[config.mk]
export PLATFORM = sky130hd
export DESIGN_NAME = multicycle_controller
export DESIGN_NICKNAME = d
export VERILOG_FILES = /design/src/rtl/mips_pkg.sv /design/src/rtl/alu_decoder.sv /design/src/rtl/multicycle_controller.sv
export SDC_FILE = /design/constraint.sdc
export NUM_CORES = 1
export LEC_CHECK = 0
export CAP_MARGIN = 25
export CORE_MARGIN = 2
export CORE_UTILIZATION = 47
export CTS_CLUSTER_DIAMETER = 60
export DETAILED_ROUTE_END_ITERATION = 7
export PLACE_DENSITY = 0.79
export SLEW_MARGIN = 0
export SYNTH_ARGS = -nofsm -noshare
export SYNTH_HDL_FRONTEND = slang
export SYNTH_SLANG_ARGS = --single-unit
export TNS_END_PERCENT = 10
[constraint.sdc]
create_clock -name clk -period 2.3 [get_ports clk]
set_input_delay 0.23 -clock clk [delete_from_list [all_inputs] [get_ports clk]]
set_output_delay 0.23 -clock clk [all_outputs]
set_load 0.005 [all_outputs]
[src/rtl/mips_pkg.sv]
// Shared definitions for the multicycle MIPS-subset control path:
// opcodes, funct codes, ALU operation codes and controller states.
package mips_pkg;

    localparam logic [5:0] OP_RTYPE = 6'b000000;
    localparam logic [5:0] OP_LW    = 6'b100011;
    localparam logic [5:0] OP_SW    = 6'b101011;
    localparam logic [5:0] OP_BEQ   = 6'b000100;
    localparam logic [5:0] OP_ADDI  = 6'b001000;
    localparam logic [5:0] OP_J     = 6'b000010;

    localparam logic [5:0] FUNCT_ADD = 6'b100000;
    localparam logic [5:0] FUNCT_SUB = 6'b100010;
    localparam logic [5:0] FUNCT_AND = 6'b100100;
    localparam logic [5:0] FUNCT_OR  = 6'b100101;
    localparam logic [5:0] FUNCT_SLT = 6'b101010;

    localparam logic [2:0] ALU_AND = 3'b000;
    localparam logic [2:0] ALU_OR  = 3'b001;
    localparam logic [2:0] ALU_ADD = 3'b010;
    localparam logic [2:0] ALU_SUB = 3'b110;
    localparam logic [2:0] ALU_SLT = 3'b111;

    // ALUOP_NONE marks states that do not use the ALU; it yields code 000.
    typedef enum logic [1:0] {
        ALUOP_ADD   = 2'b00,
        ALUOP_SUB   = 2'b01,
        ALUOP_FUNCT = 2'b10,
        ALUOP_NONE  = 2'b11
    } aluop_t;

    typedef enum logic [3:0] {
        S_FETCH, S_DECODE, S_MEMADR, S_MEMRD, S_MEMWB, S_MEMWR,
        S_RTYPEEX, S_RTYPEWB, S_BEQEX, S_ADDIEX, S_ADDIWB, S_JEX
    } state_t;

    function automatic logic funct_legal(input logic [5:0] f);
        return f inside {FUNCT_ADD, FUNCT_SUB, FUNCT_AND, FUNCT_OR, FUNCT_SLT};
    endfunction

endpackage

[src/rtl/alu_decoder.sv]
// Maps the FSM's ALUOp request (and Funct for R-type) to the 3-bit ALU code.
module alu_decoder
    import mips_pkg::*;
(
    input  aluop_t     ALUOp,
    input  logic [5:0] Funct,
    output logic [2:0] ALUControl
);

    always_comb begin
        ALUControl = ALU_AND;
        case (ALUOp)
            ALUOP_ADD: ALUControl = ALU_ADD;
            ALUOP_SUB: ALUControl = ALU_SUB;
            ALUOP_FUNCT: begin
                case (Funct)
                    FUNCT_ADD: ALUControl = ALU_ADD;
                    FUNCT_SUB: ALUControl = ALU_SUB;
                    FUNCT_AND: ALUControl = ALU_AND;
                    FUNCT_OR:  ALUControl = ALU_OR;
                    FUNCT_SLT: ALUControl = ALU_SLT;
                    default:   ALUControl = ALU_AND;
                endcase
            end
            default: ALUControl = ALU_AND;
        endcase
    end

endmodule

[src/rtl/multicycle_controller.sv]
// Moore FSM control unit for the multicycle MIPS-subset datapath, with a
// sticky illegal-instruction flag and a retired-instruction counter.
module multicycle_controller
    import mips_pkg::*;
#(
    parameter int CNT_W = 32
) (
    input  logic             clk,
    input  logic             reset_n,
    input  logic [5:0]       Op,
    input  logic [5:0]       Funct,
    input  logic             Zero,
    output logic             IorD,
    output logic             MemWrite,
    output logic             IRWrite,
    output logic             RegDst,
    output logic             MemtoReg,
    output logic             RegWrite,
    output logic             ALUSrcA,
    output logic [1:0]       ALUSrcB,
    output logic [1:0]       PCSrc,
    output logic             PCEn,
    output logic [2:0]       ALUControl,
    output logic             illegal,
    output logic [CNT_W-1:0] retired
);

    state_t state, state_nxt;
    aluop_t aluop;
    logic   mem_write_s, ir_write_s, reg_write_s, pc_en_s;
    logic   decode_illegal, retire;

    // NOTE: state registers use non-blocking assignments so every flop samples pre-edge values.
    always_ff @(posedge clk or negedge reset_n) begin
        if (!reset_n) state <= S_FETCH;
        else          state <= state_nxt;
    end

    // NOTE: every output is defaulted first so no path through the case can infer a latch.
    always_comb begin
        state_nxt      = state;
        aluop          = ALUOP_NONE;
        IorD           = 1'b0;
        mem_write_s    = 1'b0;
        ir_write_s     = 1'b0;
        RegDst         = 1'b0;
        MemtoReg       = 1'b0;
        reg_write_s    = 1'b0;
        ALUSrcA        = 1'b0;
        ALUSrcB        = 2'b00;
        PCSrc          = 2'b00;
        pc_en_s        = 1'b0;
        decode_illegal = 1'b0;
        retire         = 1'b0;
        case (state)
            S_FETCH: begin
                ALUSrcB    = 2'b01;
                aluop      = ALUOP_ADD;
                ir_write_s = 1'b1;
                pc_en_s    = 1'b1;
                state_nxt  = S_DECODE;
            end
            S_DECODE: begin
                ALUSrcB = 2'b11;
                aluop   = ALUOP_ADD;
                case (Op)
                    OP_LW, OP_SW: state_nxt = S_MEMADR;
                    OP_RTYPE: begin
                        if (funct_legal(Funct)) begin
                            state_nxt = S_RTYPEEX;
                        end else begin
                            state_nxt      = S_FETCH;
                            decode_illegal = 1'b1;
                        end
                    end
                    OP_BEQ:  state_nxt = S_BEQEX;
                    OP_ADDI: state_nxt = S_ADDIEX;
                    OP_J:    state_nxt = S_JEX;
                    default: begin
                        state_nxt      = S_FETCH;
                        decode_illegal = 1'b1;
                    end
                endcase
            end
            S_MEMADR: begin
                ALUSrcA   = 1'b1;
                ALUSrcB   = 2'b10;
                aluop     = ALUOP_ADD;
                state_nxt = (Op == OP_LW) ? S_MEMRD : S_MEMWR;
            end
            S_MEMRD: begin
                IorD      = 1'b1;
                state_nxt = S_MEMWB;
            end
            S_MEMWB: begin
                MemtoReg    = 1'b1;
                reg_write_s = 1'b1;
                retire      = 1'b1;
                state_nxt   = S_FETCH;
            end
            S_MEMWR: begin
                IorD        = 1'b1;
                mem_write_s = 1'b1;
                retire      = 1'b1;
                state_nxt   = S_FETCH;
            end
            S_RTYPEEX: begin
                ALUSrcA   = 1'b1;
                aluop     = ALUOP_FUNCT;
                state_nxt = S_RTYPEWB;
            end
            S_RTYPEWB: begin
                RegDst      = 1'b1;
                reg_write_s = 1'b1;
                retire      = 1'b1;
                state_nxt   = S_FETCH;
            end
            S_BEQEX: begin
                ALUSrcA   = 1'b1;
                aluop     = ALUOP_SUB;
                PCSrc     = 2'b01;
                pc_en_s   = Zero;
                retire    = 1'b1;
                state_nxt = S_FETCH;
            end
            S_ADDIEX: begin
                ALUSrcA   = 1'b1;
                ALUSrcB   = 2'b10;
                aluop     = ALUOP_ADD;
                state_nxt = S_ADDIWB;
            end
            S_ADDIWB: begin
                reg_write_s = 1'b1;
                retire      = 1'b1;
                state_nxt   = S_FETCH;
            end
            S_JEX: begin
                PCSrc     = 2'b10;
                pc_en_s   = 1'b1;
                retire    = 1'b1;
                state_nxt = S_FETCH;
            end
            default: state_nxt = S_FETCH;
        endcase
    end

    // Write enables are gated by reset_n so they drop the instant reset asserts.
    assign MemWrite = mem_write_s & reset_n;
    assign IRWrite  = ir_write_s  & reset_n;
    assign RegWrite = reg_write_s & reset_n;
    assign PCEn     = pc_en_s     & reset_n;

    always_ff @(posedge clk or negedge reset_n) begin
        if (!reset_n) begin
            illegal <= 1'b0;
            retired <= '0;
        end else begin
            if (decode_illegal) illegal <= 1'b1;
            if (retire)         retired <= retired + CNT_W'(1);
        end
    end

    alu_decoder u_alu_decoder (
        .ALUOp      (aluop),
        .Funct      (Funct),
        .ALUControl (ALUControl)
    );

endmodule
==> results of run 1 <==
[worst max-delay path: cells and delay by family (launching register included)]
family / cells / cell delay, ns
and+or+nand+nor: 2 / 0.44
DFF: 1 / 0.48
AOI/OAI and AO/OA: 2 / 0.23
buffers and inverters: 1 / 0.51
[Yosys cell counts, drive strengths merged, types with 3 or more instances]
cell	n
and3	3
nand3	11
a21oi	3
o21bai	4
clkbuf	6
nand4	10
nor2	14
xor2	30
nand2b	5
nor3	11
nand2	15
buf	4
and4	4
nor2b	4
nor3b	3
dfrtp	37
nor4	16
nor4b	3
inv	5
xnor2	4
[routing by layer]
metal | global-route usage [%] | vias up | wire length [µm]
met5 | 0 | - | 0
li1 | - | 910 | -
met4 | 7.547 | 0 | 80
met2 | 31.38 | 49 | 2388
met3 | 4.360 | 8 | 234
met1 | 27.53 | 927 | 2271
[worst paths after layout]
kind | cells past startpoint | to
min | 2 | retired[18]$_DFFE_PN0P_
max | 5 | PCEn
min reg2reg | 1 | retired[31]$_DFFE_PN0P_
min in group clk | 1 | retired[31]$_DFFE_PN0P_
max reg2reg | 4 | retired[22]$_DFFE_PN0P_
max in group asynchronous | 2 | illegal$_DFFE_PN0P_
[registers in the layout, summed over array words and instances (netlist names)]
name     cells
illegal      1
retired     32
state        4
[cell type report]
type | instances | area, µm²
multi-input cells | 164 | 1174
inverters | 5 | 18.77
well taps | 52 | 65.06
flip-flops and latches | 37 | 925.9
repair buffers | 67 | 653.1
fillers | 349 | 1461
clock buffers | 7 | 86.33
[cell families (layout without fill, tap and decap cells)]
family | after synthesis | in the layout | share of synthesized area (%)
simple gates | 105 | 105 | 31.03
flops | 37 | 37 | 43.00
buf+inv | 15 | 79 | 3.079
xor+xnor | 34 | 34 | 13.83
compound gates | 21 | 21 | 7.031
fa+ha+maj | 1 | 1 | 0.5810
mux | 3 | 3 | 1.453
[per-stage QoR]
| step | total power [mW] | utilization, % | instance area, µm² |
|---|---|---|---|
| final | 1.699 | 66.67 | 2923 |
| after global routing | 1.789 | 66.67 | 2923 |
| after CTS | 1.716 | 66.61 | 2920 |
| after detailed placement | 1.250 | 64.53 | 2829 |
| after global placement | 1.240 | 64.53 | 2829 |
| after floorplan | 1.001 | - | 2153 |
[power groups by stage]
stage / Clock, mW / Sequential (mW) / Combinational [mW]
finish: 0.456 / 0.794 / 0.449
global route: 0.495 / 0.808 / 0.486
CTS: 0.468 / 0.792 / 0.455
detailed placement: 0 / 0.802 / 0.449
global placement: 0 / 0.799 / 0.442
floorplan: 0 / 0.759 / 0.242
[what timing repair did]
action | 4_1_cts | 5_1_grt
setup endpoints to repair | 1 | 4
buffers inserted | 0 | 0
resized for setup | 1 | 1
==> run_results.csv, run 1 <==
group,metric,value,unit
drt,post_drt_wl_per_cell,14.98,µm
timing,holdWs,0.04456,ns
drt,drt-total-wl,4974,µm
placement,dp_cells,325,
drt,dr.first_iter.drc_count,141,
synthesis,yosysTopAreaCellShare,43.00,%
die,core,4384,µm²
grt,grt_max_degree,38,
synthesis,syn_inst,216,
timing,slew_violations,0,
timing,finalHoldViolations,0,
die,die-width,71.69,µm
cts,cts-root-buf,"clkbuf_8",
final_layout,stdcell_count,332,
synthesis,synth_area_leaders,"dfrtp_1, xor2_1, nor4_2",
synthesis,async_reset_ff_share,100.0,%
status,status,"finished, final reports clean",
grt,first_global_vias,1792,
synthesis,ys_warn_count,0,
placement,port_buffers,62,
synthesis,synth_seq_area_share,43.00,%
drt,via_per_inst,5.705,
synthesis,synth_cell_types,46,
final_layout,syn2layout_area_growth,35.73,%
final_layout,final_common_cell,"clkdlybuf4s50_1",
final_layout,fin_nets,296,
worst_setup_path,r2r_slack,0.30,ns
die,die_area,5139,µm²
drt,vias,1894,
power_and_ir_drop,combPwrFrac,26.4,%
timing,tns,0,ns
timing,period_share,95.19,%
grt,grt_pass1_wl,8169,µm
cts,clock_latency,0.29,ns
timing,fin_worst_skew,0.006762,ns
synthesis,synth-seq-cells,37,
synthesis,synth_nets,232,
cts,clock-sinks,37,
power_and_ir_drop,clkPwrFrac,26.8,%
worst_setup_path,crit_start,"state[2]$_DFF_PN0_",
final_layout,drive_gt1_share,10.00,%
worst_setup_path,worstSetupPathType,"flip-flop to output pin",
placement,dp_hpwl,3619,µm
synthesis,synth_edf_count,0,
flow_run,drv_cap,0,
timing,worst_slack,0.1107,ns
cts,clk_pin_slew,0.07,ns
cts,numCtsBuffers,5,
timing,fin_crit,2.189,ns
synthesis,synth_ff_type,"dfrtp_1",
power_and_ir_drop,pwr-share-seq,46.7,%
power_and_ir_drop,p_switching,514.9,µW
timing,finalSetupViolCount,0,
worst_setup_path,critPathLaunchType,"flip-flop",
timing,worst-slew-pin-transition,0.4638,ns
synthesis,synthesis.area,2153,µm²
power_and_ir_drop,powerDensity,581.2,nW/µm²
synthesis,synth_top_cell_by_area,"dfrtp_1",
timing,fmax,456.8,MHz
die,rows,24,
worst_setup_path,rr_startpoint,"retired[4]$_DFFE_PN0P_",
synthesis,avgSynthCellArea,9.969,µm²
worst_setup_path,cp-end-kind,"output pin",
die,pin_count,63,
timing,relSlewSlack,68.79,%
drt,ant_nets,0,
power_and_ir_drop,p_int,1.184,mW
power_and_ir_drop,swShare,30.31,%
hold_path,hp-class,"primary input to async pin",
worst_setup_path,crit_fanout,10,
cts,clockBufferDepth,2,
die,die_y,71.69,µm
drt,drt_pre_antenna_iters,4,
cts,h-tree-depth,2,
worst_setup_path,crit_arrival,1.96,ns
final_layout,final_cell_mix,"clkdlybuf4s50_1, dfrtp_1, xor2_1",
grt,grt-ovfl-total,0,
final_layout,n_antenna_cell,0,
grt,groute.usage.overall,20.11,%
placement,place.gp.congestion,0.8107,
worst_setup_path,critPathMaxStageDelay,0.51,ns
die,initial_core_util,49.12,%
worst_setup_path,cpMaxStageDelayCell,"clkdlybuf4s50_1",
grt,antenna_found_initial,0,
worst_setup_path,cp_cell_sequence,"nand2b_1 -> nor3_2 -> a21oi_1 -> o21bai_1 -> clkdlybuf4s50_1",
worst_setup_path,required,2.07,ns
power_and_ir_drop,cellLeakagePower,1.315,nW
drt,drc_errors,0,
power_and_ir_drop,ir_worst_vdd,373.7,µV
cts,cts_tree,"built",
timing,rsz0062_at_grt,"no",
placement,dp_slack,0.3500,ns
cts,cts_hold_buf,0,
Note: power is estimated with default switching activity, not from simulation.
==> run 2: changes to the inputs <==
==> constraint.sdc (replaced) <==
create_clock -name clk -period 2.3 [get_ports clk]
set_input_delay 0.23 -clock clk [delete_from_list [all_inputs] [get_ports clk]]
set_output_delay 0.23 -clock clk [all_outputs]
set_load 0.02 [all_outputs]
==> run 2 against run 1 <==
Effect of this change:
- die area did not move
- critical path depth fell by 1
- combinational power rose by 20%
- register-to-register slack improved by 0.04 ns
- setup slack got worse by 0.0075 ns
- sequential power barely moved
- clock-buffer cell count fell by 2
- sequential share of layout area fell by 0.061 points
- core utilization rose by 0.40 points
- power rose by 4.9%
- routed wire length fell by 3.6%
- critical endpoint is now ALUControl[2]
- largest cell class unchanged
==> run_results.csv, run 2 (same netlist as run 1, synthesis figures left out) <==
group,metric,value,unit
timing,period_share,95.52,%
grt,antenna_found_initial,0,
drt,ant_nets,0,
timing,finalSetupViolCount,0,
power_and_ir_drop,p_int,1.160,mW
cts,clk_pin_slew,0.08,ns
final_layout,fin_nets,298,
worst_setup_path,critPathLaunchType,"flip-flop",
drt,drc_errors,0,
final_layout,largest-register,"retired",
worst_setup_path,worstSetupPathType,"flip-flop to output pin",
power_and_ir_drop,pwr-share-seq,44.6,%
cts,numCtsBuffers,5,
final_layout,post-route-util,67.07,%
cts,cts_tree,"built",
drt,drt-total-wl,4794,µm
worst_setup_path,critPathMaxStageDelay,0.61,ns
final_layout,seq_area,929.6,µm²
drt,via_per_inst,5.594,
power_and_ir_drop,swShare,34.91,%
placement,port_buffers,62,
die,core,4384,µm²
final_layout,n_antenna_cell,0,
final_layout,reg_top3,"retired: 32 flops, state: 4 flops, illegal: 1 flops",
drt,vias,1874,
final_layout,final_common_cell,"clkdlybuf4s50_1",
timing,fin_worst_skew,0.002520,ns
die,die_y,71.69,µm
power_and_ir_drop,powerDensity,606.1,nW/µm²
hold_path,hp-class,"primary input to async pin",
final_layout,drive_gt1_share,12.37,%
final_layout,finalInstanceArea,2940,µm²
worst_setup_path,cp-end-kind,"output pin",
timing,relSlewSlack,69.23,%
worst_setup_path,rr_startpoint,"retired[4]$_DFFE_PN0P_",
die,die-width,71.69,µm
die,rows,24,
cts,clock-sinks,37,
die,pin_count,63,
worst_setup_path,cpMaxStageDelayCell,"clkdlybuf4s50_1",
placement,dpl_cell_area,2829,µm²
grt,grt-ovfl-total,0,
die,initial_core_util,49.12,%
final_layout,syn2layout_area_growth,36.55,%
timing,fin_crit,2.197,ns
timing,tns,0,ns
placement,place.gp.congestion,0.7685,
timing,fmax,455.2,MHz
grt,grt_max_degree,38,
timing,rsz0062_at_grt,"no",
final_layout,fill_cells,361,
grt,grt_pass1_wl,7879,µm
worst_setup_path,crit_start,"state[2]$_DFF_PN0_",
drt,drt_pre_antenna_iters,4,
cts,cts-root-buf,"clkbuf_8",
worst_setup_path,r2r_slack,0.34,ns
worst_setup_path,crit_arrival,1.97,ns
final_layout,final_cell_mix,"clkdlybuf4s50_1, dfrtp_1, xor2_1",
power_and_ir_drop,clkPwrFrac,25.3,%
power_and_ir_drop,combPwrFrac,30.2,%
cts,clockBufferDepth,2,
final_layout,largest_reg_flops,32,
drt,dr.first_iter.drc_count,96,
worst_setup_path,cp_cell_sequence,"nand2b_1 -> nor3_2 -> o21bai_1 -> clkdlybuf4s50_1",
power_and_ir_drop,ir_worst_vdd,427.3,µV
worst_setup_path,required,2.07,ns
timing,finalHoldViolations,0,
drt,post_drt_wl_per_cell,14.31,µm
power_and_ir_drop,cellLeakagePower,1.325,nW
power_and_ir_drop,p_switching,622.1,µW
grt,groute.usage.overall,19.13,%
cts,cts_hold_buf,0,
worst_setup_path,crit_fanout,10,
flow_run,drv_cap,0,
final_layout,multiInputGateArea,1174,µm²
timing,worst-slew-pin-transition,0.4615,ns
grt,first_global_vias,1712,
die,die_area,5139,µm²
cts,h-tree-depth,2,
timing,slew_violations,0,
status,status,"finished, final reports clean",
placement,dp_hpwl,3485,µm
cts,clock_latency,0.29,ns
## run 2: cell count changes in the layout (fill, tap and decap cells not counted), moves of 2 or more
| cell | previous run | this run |
|---|---|---|
| buf_4 | 5 | 7 |
| clkinv_2 | 0 | 2 |
| dfrtp_1 | 37 | 34 |
| dfrtp_2 | 0 | 3 |
## run 2: routing by layer
metal	part of all wire [%]	up-vias	global-route usage, %	routed length (µm)
met5	0	-	0	0
met2	46	58	29.63	2222
met3	4.9	6	3.938	236
li1	-	925	-	-
met4	1.2	0	5.660	59
met1	47	885	27.16	2275
## run 2: final cells by class
class / count / area share [%]
Timing Repair Buffer: 69 / 22.68
Tap cell: 52 / 2.213
Inverter: 5 / 0.6383
Multi-Input combinational cell: 164 / 39.92
Clock inverter: 3 / 0.5957
Sequential cell: 37 / 31.62
Clock buffer: 5 / 2.340
## run 2: what timing repair did
item / in CTS / in global routing
resized for setup: 3 / 3
endpoints found under the setup margin: 2 / 4
buffers inserted: 0 / 2
## run 2: through the flow
stage	power, mW	std cells	setup WS (ns)	hold slack (ns)
after CTS	1.786	333	0.004038	0.04974
after global routing	1.865	335	0.03249	0.09431
after floorplan	1.084	216	0.4382	-0.06559
after detailed placement	1.335	325	0.2196	0.3705
after global placement	1.328	325	0.2287	0.3617
final	1.782	335	0.1031	0.03975
## run 2: power by group through the flow
stage / registers (mW) / logic (mW) / clock network (mW)
global placement: 0.801 / 0.526 / 0
finish: 0.794 / 0.538 / 0.450
floorplan: 0.791 / 0.292 / 0
detailed placement: 0.803 / 0.532 / 0
global route: 0.805 / 0.581 / 0.479
CTS: 0.794 / 0.531 / 0.461
## run 2: path summary, 6_finish.rpt
kind / to / depth (start not counted)
worst max-delay path: ALUControl[2] / 4
worst min-delay path: retired[5]$_DFFE_PN0P_ / 2
worst max register to register: retired[22]$_DFFE_PN0P_ / 4
worst min register to register: retired[31]$_DFFE_PN0P_ / 1
max in group asynchronous: state[2]$_DFF_PN0_ / 2
min in group clk: retired[31]$_DFFE_PN0P_ / 1
## run 2: worst max-delay path, delay by kind of cell (launching register included)
kind	cells	cell delay (ns)
buffers and inverters	1	0.61
flip-flops	1	0.47
AND/OR/NAND/NOR	2	0.44
AO/OA/AOI/OAI	1	0.15
